[config.mk]
export PLATFORM = sky130hd
export DESIGN_NAME = frame_sync_deser
export DESIGN_NICKNAME = d
export VERILOG_FILES = /design/src/rtl/frame_sync_deser.sv
export SDC_FILE = /design/constraint.sdc
export NUM_CORES = 1
export LEC_CHECK = 0
export ABC_CLOCK_PERIOD_IN_PS = 3100
export CORE_MARGIN = 5
export CORE_UTILIZATION = 55
export CTS_CLUSTER_SIZE = 20
export DETAILED_ROUTE_END_ITERATION = 12
export PLACE_DENSITY = 0.78
export SLEW_MARGIN = 20
export SYNTH_ARGS = -nofsm -noshare
export SYNTH_HDL_FRONTEND = slang
export SYNTH_SLANG_ARGS = --single-unit
[constraint.sdc]
create_clock -name clk -period 3.1 [get_ports clk]
set_clock_uncertainty 0.1 [all_clocks]
set_input_delay 0.31 -clock clk [delete_from_list [all_inputs] [get_ports clk]]
set_output_delay 0.31 -clock clk [all_outputs]
set_load 0.02 [all_outputs]
[src/rtl/frame_sync_deser.sv]
// frame_sync_deser: frame synchroniser and payload deserialiser for the CDR bit stream.
//
// It searches the qualified serial stream (d_bb when sample_en = 1) bit by bit for SYNC_PATTERN.
// It confirms alignment over CONFIRM_N consecutive syncs, then emits DATA_W-bit payload words
// while locked. It flywheels through isolated sync misses and falls back to HUNT after MISS_N
// consecutive misses.
//
// Optional build macro FSYNC_INV_EN: HUNT also accepts ~SYNC_PATTERN. In that case every later
// bit is complemented, and the polarity_inv output port is added.
//
// Ports:
//   clk          system clock
//   rst          synchronous reset, active-high
//   sample_en    bit strobe from the CDR, qualifies d_bb
//   d_bb         recovered bit
//   word_out     deserialised payload word, MSB = first-received bit
//   word_valid   1-cycle pulse when word_out is new
//   frame_start  with word_valid, marks the first payload word of a frame
//   locked       high while state == LOCK
//   state        0 = HUNT, 1 = VERIFY, 2 = LOCK
//   sync_err_cnt sync misses seen in LOCK, saturating
//   polarity_inv (FSYNC_INV_EN only) stream is being complemented
module frame_sync_deser #(
  parameter int unsigned       DATA_W        = 8,
  parameter int unsigned       SYNC_W        = 16,
  parameter logic [SYNC_W-1:0] SYNC_PATTERN  = 16'hF628,
  parameter int unsigned       PAYLOAD_WORDS = 4,
  parameter int unsigned       CONFIRM_N     = 2,
  parameter int unsigned       MISS_N        = 3
) (
  input  logic              clk,
  input  logic              rst,
  input  logic              sample_en,
  input  logic              d_bb,
  output logic [DATA_W-1:0] word_out,
  output logic              word_valid,
  output logic              frame_start,
  output logic              locked,
  output logic [1:0]        state,
  output logic [15:0]       sync_err_cnt
`ifdef FSYNC_INV_EN
  ,
  output logic              polarity_inv
`endif
);

  localparam int unsigned PayloadBits = PAYLOAD_WORDS * DATA_W;
  localparam int unsigned FrameBits   = SYNC_W + PayloadBits;
  localparam int unsigned PosW        = $clog2(FrameBits);
  localparam int unsigned ConfW       = $clog2(CONFIRM_N + 1);
  localparam int unsigned MissW       = $clog2(MISS_N + 1);
  localparam int unsigned FillW       = $clog2(SYNC_W + 1);

  typedef enum logic [1:0] {
    StHunt   = 2'd0,
    StVerify = 2'd1,
    StLock   = 2'd2
  } state_t;

  state_t            fsm;
  // Only SYNC_W-1 history bits are stored: the oldest bit of sr_next is never needed again.
  logic [SYNC_W-2:0] sr;
  logic [PosW-1:0]   pos;
  logic [ConfW-1:0]  conf_cnt;
  logic [MissW-1:0]  miss_cnt;
  logic [FillW-1:0]  fill_cnt;
  logic              inv;

  logic              bit_in;
  logic [SYNC_W-1:0] sr_next;
  logic              true_match;
  logic              inv_match;
  logic              filled;
  logic              hunt_hit;
  logic              at_check;
  logic              word_end;
  logic              hunt_entry;

  assign bit_in     = d_bb ^ inv;
  assign sr_next    = {sr, bit_in};
  assign true_match = (sr_next == SYNC_PATTERN);
`ifdef FSYNC_INV_EN
  assign inv_match  = (sr_next == ~SYNC_PATTERN);
`else
  assign inv_match  = 1'b0;
`endif
  // The current bit counts toward the SYNC_W fresh bits needed before a HUNT match.
  assign filled     = (fill_cnt >= FillW'(SYNC_W - 1));
  assign hunt_hit   = filled && (true_match || inv_match);
  assign at_check   = (pos == PosW'(FrameBits - 1));
  assign word_end   = (32'(pos) < PayloadBits) && (((32'(pos) + 1) % DATA_W) == 0);
  assign hunt_entry = sample_en && at_check && !true_match &&
                      ((fsm == StVerify) ||
                       ((fsm == StLock) && (miss_cnt == MissW'(MISS_N - 1))));

  assign state = fsm;

  always_ff @(posedge clk) begin
    if (rst) begin
      fsm          <= StHunt;
      sr           <= '0;
      pos          <= '0;
      conf_cnt     <= '0;
      miss_cnt     <= '0;
      fill_cnt     <= '0;
      word_out     <= '0;
      word_valid   <= 1'b0;
      frame_start  <= 1'b0;
      locked       <= 1'b0;
      sync_err_cnt <= '0;
    end else begin
      word_valid  <= 1'b0;
      frame_start <= 1'b0;
      if (sample_en) begin
        sr  <= sr_next[SYNC_W-2:0];
        pos <= at_check ? '0 : pos + 1'b1;
        unique case (fsm)
          StHunt: begin
            if (fill_cnt != FillW'(SYNC_W)) fill_cnt <= fill_cnt + 1'b1;
            if (hunt_hit) begin
              fsm      <= StVerify;
              pos      <= '0;
              conf_cnt <= ConfW'(1);
            end
          end
          StVerify: begin
            if (at_check) begin
              if (true_match) begin
                conf_cnt <= conf_cnt + 1'b1;
                if (conf_cnt == ConfW'(CONFIRM_N - 1)) begin
                  fsm      <= StLock;
                  locked   <= 1'b1;
                  miss_cnt <= '0;
                end
              end else begin
                fsm      <= StHunt;
                fill_cnt <= '0;
              end
            end
          end
          StLock: begin
            if (word_end) begin
              word_out    <= sr_next[DATA_W-1:0];
              word_valid  <= 1'b1;
              frame_start <= (pos == PosW'(DATA_W - 1));
            end
            if (at_check) begin
              if (true_match) begin
                miss_cnt <= '0;
              end else begin
                miss_cnt <= miss_cnt + 1'b1;
                if (sync_err_cnt != 16'hFFFF) sync_err_cnt <= sync_err_cnt + 16'd1;
                if (hunt_entry) begin
                  fsm      <= StHunt;
                  locked   <= 1'b0;
                  fill_cnt <= '0;
                end
              end
            end
          end
          default: begin
            fsm      <= StHunt;
            locked   <= 1'b0;
            fill_cnt <= '0;
          end
        endcase
      end
    end
  end

`ifdef FSYNC_INV_EN
  // Polarity is decided by the HUNT match and held until alignment is lost.
  always_ff @(posedge clk) begin
    if (rst) begin
      inv <= 1'b0;
    end else if (hunt_entry) begin
      inv <= 1'b0;
    end else if (sample_en && (fsm == StHunt) && hunt_hit && !true_match) begin
      inv <= 1'b1;
    end
  end

  assign polarity_inv = inv;
`else
  assign inv = 1'b0;
`endif

endmodule

# [After elaboration in Yosys (flattened, before gate mapping)]
# Cells that the tools add are included.
[classes] n_lt_le_gt_ge=2 n_shift=0 div=0 n_eq_ne=19 addsub=6 reduce_logical=21 bitwise=5 mul=0 mux=35
[op_table] cell="$logic_not A32 Y1" count=1
[op_table] cell="$mux W5" count=6
[op_table] cell="$mux W2" count=14
[op_table] cell="$mux W6" count=3
[op_table] cell="$add A16 B1 Y16 const B" count=1
[op_table] cell="$eq A16 B16 Y1 const B" count=1
[op_table] cell="$ne A16 B16 Y1 const B" count=1
[op_table] cell="$ne A2 B2 Y1 const B" count=8
[op_table] cell="$pmux W5 S3" count=1
[op_table] cell="$reduce_and A7 Y1" count=2
[op_table] cell="$reduce_and A5 Y1" count=2
[op_table] cell="$pmux W2 S2" count=2
[op_table] cell="$reduce_and A8 Y1" count=1
[op_table] cell="$mux W1" count=7
[op_table] cell="$add A6 B1 Y6 const B" count=1
[op_table] cell="$eq A6 B3 Y1 const B" count=1
[op_table] cell="$eq A6 B6 Y1 const B" count=1
[op_table] cell="$logic_and A1 B1 Y1" count=6
[op_table] cell="$lt A6 B6 Y1 const B" count=1
[op_table] cell="$pmux W2 S3" count=1
[op_table] cell="$reduce_and A6 Y1" count=1
[op_table] cell="$add A5 B1 Y5 const B" count=1
[op_table] cell="$ge A5 B4 Y1 const B" count=1
[op_table] cell="$ne A5 B5 Y1 const B" count=1
[op_table] cell="other kinds (15)" count=23
[totals] n_memories=0 romBits=0 in_bits=4 latchBits=0 ram_bits=0 register_bits=59 out_inout_bits=29 word_cells=99

# [Depth between registers and ports, before layout]
[logic_depth] depth_word=8 ltp_mapped=8 depth_no_buf=8

# [Worst setup path before layout]
# OpenSTA, ideal clock, no wires.
[synth_timing] kind="flip-flop to flip-flop" startpoint="reg pos[0]" endpoint="reg sync_err_cnt[15]" arrival_time_ns=2.105 path_buffers=1 path_stages_with_launch=8 period_less_slack_ns=2.328 setup_slack_ns=0.772 cell_sequence="dfxtp_1 ha_1 nand3_1 or3_1 buf_6 nor4_4 nand4_1 mux2_1"
[synth_between] elab_chain_len=2
[synth_lines] element="from (decl)" line="63" text="logic [PosW-1:0] pos;"
[synth_lines] element="from (signal assigned)" line="116" text="pos <= at_check ? '0 : pos + 1'b1;"
[synth_lines] element="$eq A6 B6 Y1" line="90" text="assign at_check = (pos == PosW'(FrameBits - 1));"
[synth_lines] element="$reduce_and A5 Y1 (no source line)"
[synth_lines] element="to (signal assigned)" line="152" text="if (sync_err_cnt != 16'hFFFF) sync_err_cnt <= sync_err_cnt + 16'd1;"
[synth_lines] element="to (decl)" line="40" text="output logic [15:0] sync_err_cnt"
# No other way between the ends.
# A chain may end at the register's enable or synchronous reset.

# [Worst setup path in the final report]
# Same ends and word-level chain as after synthesis.

==> metrics.txt <==
DRC 0; Global Route Usage Sum 20.5%; # hold bufs at CTS 0; Die Width 82.2 um; Syn Area/Cell 8.97 sq um; net switching power 383 uW; Post-Synthesis Cells 320; share of layout cells above drive strength 1 10.6%; DRT iter0 DRCs 238; TNS Setup 0 ps; Worst setup SP type flip-flop; clk_lat worst skew 340 ps; LEAKAGE 1.27 nW; Slew Limit Fails 0; post-CTS setup buffers 0; critical path's top delay family simple AND/OR/NAND/NOR gates; area delta synth->final 20.5%; Crit. End Element flip-flop; H-tree depth 3; CTS root buffer clkbuf_8; Placed Instances 414; worst hold path depth 2; gr ovfl total 0; PortBufs 32; detail-routed net length per standard cell 14.7 um; via total after detailed routing 2507; gp weighted congestion 0.857; boundary pin count 33; Critical Path AT 2750 ps; max-cap check violation count 0; Yosys cell types 51; Post-Route WL 6320 um; Slew @ Worst Pin 521 ps; Slowest cell on crit path or3_1; Resized cells post-CTS 0; Final period util 84.4%; # setup viols final 0; RSZ-0062 raised after global routing no; crit path buf inv count 0; Logic pwr share 3.7%; vias per cell 5.83; P_int 1.16 mW; CTS tree built; cell count along the critical path 6; PwrDens 446 mW/mm^2; initial antenna violation count 0; Seq/Total Area, Yosys 41.2%; reg2reg path depth 6; clock group share of total power 46.3%; Flop pwr share 50.0%; drt first pass iters 4; worst-path fanout max 9; Syn Nets 332; ANT cells 0; Worst-path clk slew 80 ps; Synth Warn # 0; TritonCTS Buffers 9; initial core utilization 56.6%; Worst VDD drop 303 uV; antenna-violating nets left 0; hold crit path type in -> reg; Post-Syn Area 0.00287 sq mm; Peak Freq 382 MHz; Std-Cell Rows 26; core area 0.00507 sq mm; Slew HR 65.0%; Setup Crit Path Kind reg -> reg; Cell Chain, Critical Path ha_1 > nand3_1 > or3_1 > nor4_4 > nand4_1 > mux2_1; number of synthesized flops with an enable pin 0; Sw Ratio 24.8%; DP HPWL 4340 um; full die area 0.00676 sq mm; Cell Count, Final, Fillers Out 430; worst-case clock buffer depth 2; DIE HEIGHT 82.2 um; vias in the first global route 2317; clock sink count 59; minimum clock period 2620 ps; largest net degree at the start of global routing 41; top_reg_cell synth dfxtp_1; status completed; global-route wire length before repair 10700 um; required time at the worst-slack endpoint 3240 ps; Nets 367; Hold Vio Cnt, Final 0; Seq cells post-synth 59; largest stage delay on the critical path 580 ps; ys async rst share 0%; Fill cells 462
[state kept, by name (all words and copies together), names as in the netlist, 2 cells and up]
name	count
miss_cnt	2
word_out	8
conf_cnt	2
sr	15
fill_cnt	5
state	2
pos	6
sync_err_cnt	16
[routing by layer]
layer / vias to the layer above / global-route usage, % / part of all wire [%]
met1: 1187 / 27.2 / 46
met5: - / 0 / 0
met3: 8 / 3.58 / 4.8
met4: 0 / 11.3 / 1.4
li1: 1234 / - / -
met2: 78 / 31.5 / 47
[stage by stage]
stage	setup WS (ps)	instance area, sq um	hold WS (ps)	utilization [%]	power [mW]
6_report	484	3460	282	68.1	1.54
2_1_floorplan	772	2870	352	-	0.831
3_3_place_gp	443	3260	370	64.2	0.844
5_1_grt	356	3460	292	68.1	1.60
4_1_cts	517	3460	271	68.1	1.55
3_5_place_dp	361	3260	384	64.2	0.846
[synthesized netlist by cell type (3+ instances only)]
| cell type | count | share of area, % |
|---|---|---|
| dfxtp_1 | 59 | 41 |
| nor2_1 | 52 | 6.8 |
| mux2i_1 | 26 | 9.1 |
| a21oi_1 | 19 | 3.3 |
| nand2_1 | 16 | 2.1 |
| nand3_1 | 14 | 2.4 |
| nand4_1 | 12 | 2.6 |
| inv_1 | 11 | 1.4 |
| clkbuf_1 | 8 | 1.0 |
| ha_1 | 8 | 3.5 |
| nor2b_1 | 6 | 1.3 |
| a211oi_1 | 5 | 1.3 |
| and3_1 | 5 | 1.1 |
| mux2_2 | 5 | 2.0 |
| nor4_1 | 5 | 1.1 |
| o21ai_0 | 5 | 0.87 |
| xnor2_1 | 5 | 1.5 |
| nand4b_1 | 4 | 1.2 |
| nor3_1 | 4 | 0.70 |
| a31o_2 | 3 | 0.92 |
| and4_1 | 3 | 0.92 |
| buf_1 | 3 | 0.39 |
| buf_2 | 3 | 0.52 |
| nand3b_1 | 3 | 0.78 |
| nor4_4 | 3 | 2.2 |
[worst register-to-register path, delay by kind of cell (launching register included)]
kind | cells | cell delay, ps
adders and majority gates | 1 | 300
muxes | 1 | 330
and+or+nand+nor | 4 | 1400
DFF | 1 | 390
[worst paths after layout]
| kind | start | to | slack, ps |
|---|---|---|---|
| worst min register to register | conf_cnt[1] | conf_cnt[1] | 400 |
| worst min-delay path | rst | sync_err_cnt[1] | 280 |
| worst max register to register | pos[0] | sync_err_cnt[15] | 480 |
| worst max-delay path | pos[0] | sync_err_cnt[15] | 480 |
[power by group through the flow]
stage / clock network, mW / registers, mW / logic, mW
global placement: 0 / 0.788 / 0.0560
finish: 0.715 / 0.771 / 0.0572
floorplan: 0 / 0.787 / 0.0443
CTS: 0.720 / 0.771 / 0.0574
detailed placement: 0 / 0.789 / 0.0571
global route: 0.762 / 0.773 / 0.0638
[area by class of cell]
| class | instances | area, sq um | share of cell area, % |
|---|---|---|---|
| clock inverter | 7 | 76.3 | 2.21 |
| sequential | 59 | 1180 | 34.2 |
| clock buffer | 9 | 124 | 3.58 |
| timing repair buffer | 39 | 368 | 10.6 |
| multi-input combinational | 234 | 1580 | 45.6 |
| inverter | 12 | 45.0 | 1.30 |
| tap | 70 | 87.6 | 2.53 |
[cell families after synthesis]
family	synth area share, %
and+or+nand+nor	26.5
DFF	41.2
AOI/OAI and AO/OA	11.4
buffers and inverters	3.92
muxes	11.4
adders and majority gates	3.49
xor gates and xnor gates	2.14
[placed cells by master, fill, tap and decap left out, drive strengths merged, types with 2 or more instances in the layout]
cell and instances:
a31o 3, dfxtp 59, and4 3, nand2 16, a32oi 2, nor3 6, and3 5, nand3 14
nand3b 3, clkinv 4, o211ai 2, nand4 12, mux2 6, nand4b 4, a32o 2, clkdlybuf4s50 31
inv 12, o21ai 5, mux2i 26, buf 8, clkbuf 9, nor2 52, clkinvlp 2, a21o 2
a211oi 5, xnor2 5, ha 8, nor2b 6, a21oi 19, nor4 8, xor2 2, nor4bb 2
Note: power is estimated with default switching activity, not from simulation.
==> variant (same settings) <==
`DATA_W`: 8 -> 4.
--- a/src/rtl/frame_sync_deser.sv
+++ b/src/rtl/frame_sync_deser.sv
@@ -23,3 +23,3 @@
 module frame_sync_deser #(
-  parameter int unsigned       DATA_W        = 8,
+  parameter int unsigned       DATA_W        = 4,
   parameter int unsigned       SYNC_W        = 16,
Ports: changed (resized word_out); port bits go from 33 to 29. The function was not compared with the original's and may differ.
==> variant against the original RTL <==
- count of clock-buffer cells in the layout shrank 4
- die area shrank 7.5%
- synthesized area shrank 8.5%
- global-route usage shrank 2.3 points
- setup slack gained 0.13 ns
- combinational power shrank 13%
- first-iteration DRC count shrank 61%
- power shrank 24%
- sequential power shrank 8.4%
- cell area shrank 13%
- routed wire length shrank 16%
- sequential cell count shrank 5
- clock power shrank 41%
- critical path type unchanged
- largest cell class unchanged
- highest routed layer unchanged
==> variant: results (changes against the original RTL) <==
stage;metric;value;unit;change
worst_setup_path;CP max FO;7;;-2
power;P_seq;706;uW;-8.4%
synth;ranking of synthesized cells by area;dfxtp_1, mux2i_1, nor2_1;;
synth;Synth Net Count;314;;-5.4%
global_route;GR Layer Usage met3;3.51;%;-0.064 points
power;P_int;885;uW;-24%
routing;per-cell routed wire length;13.9;um;-5.2%
synth;syn_area_per_cell;8.69;um2;-3.1%
placed_design;Place WS;0.357;ns;-0.00419 ns
placed_design;global placer's final weighted congestion;0.798;;-6.9%
timing;setup ws final;0.618;ns;+0.134 ns
worst_setup_path;Worst Path Arrival;2.55;ns;-0.20 ns
hold_path;hold crit path type;flop to flop;;
global_route;GR Layer Usage met1;24.6;%;-2.6 points
outcome;status;complete, no violations;;
global_route;first-pass GRT wire length;9360;um;-13%
clocking;clock transition at the registers of the reported paths;0.10;ns;+0.02 ns
routing;via count;2254;;-10%
final_layout;nets@finish;336;;-8.4%
power;P_clk;420;uW;-41%
global_route;initial antenna violation count;0;;unchanged
placed_design;I/O Buffers;28;;-13%
power;Leak;1.04;nW;-18%
routing;initial drt markers;94;;-61%
clocking;clk_lat worst skew;0.32;ns;-0.02 ns
global_route;number of global-route vias before repair;2102;;-9.3%
worst_setup_path;FF-to-FF End;sync_err_cnt[7]$_SDFFE_PP0P_;;
worst_setup_path;Reg2Reg Depth;8;;+2
synth;Netlist cell types;48;;-5.9%
global_route;GRT Overall Usage;18.2;%;-2.3 points
routing;Via density;5.95;;+2.0%
synth;synth cell count leaders;dfxtp_1, nor2_1, nand2_1;;
power;sequential power share;60.0;%;+10 points
final_layout;layout cells sized above 1;6.46;%;-4.1 points
clocking;CTS Buf Count;5;;-4
global_route;grt met2 use;28.4;%;-3.1 points
timing;worst-case headroom to the max-slew limit;32.2;%;-33 points
placed_design;Placed Area;2930;um2;-10%
global_route;largest net degree at the start of global routing;60;;+46%
worst_setup_path;CP max-delay cell;nor3_1;;
synth;post-synthesis sequential area ratio;41.2;%;about the same
placed_design;hpwl dp;3710;um;-15%
power;Max VDD drop;370;uV;+22%
worst_setup_path;slowest cell delay on critical path;0.52;ns;-0.06 ns
hold_path;Hold EP;word_out[0]$_SDFFE_PP0P_;;
timing;worst hold slack;0.361;ns;+0.0789 ns
placed_design;Placed Instances;371;;-10%
final_layout;Top Registers;sync_err_cnt: 16 flops, sr: 15 flops;;
==> variant: cell families after synthesis <==
| logic type | share of synthesized area (%) |
|---|---|
| buffers and inverters | 3.62 |
| AO/OA/AOI/OAI | 14.3 |
| flip-flops | 41.2 |
| AND/OR/NAND/NOR | 28.2 |
| adder cells (fa/ha/maj) | 3.81 |
| multiplexers | 6.48 |
| XOR/XNOR | 2.34 |
==> variant: routing by layer <==
| layer | vias to the layer above | wire length, um | share of wire, % |
|---|---|---|---|
| li1 | 1150 | - | - |
| met1 | 1072 | 2650 | 50 |
| met2 | 27 | 2400 | 45 |
| met3 | 5 | 162 | 3.1 |
| met4 | 0 | 66 | 1.3 |
| met5 | - | 0 | 0 |
==> variant: layout make-up <==
cell class / count / area, um2
clock buffer: 5 / 68.8
clock inverter: 3 / 26.3
fill: 429 / 1670
inverter: 10 / 37.5
multi-input combinational: 223 / 1450
sequential: 54 / 1080
tap: 54 / 67.6
timing repair buffer: 30 / 290
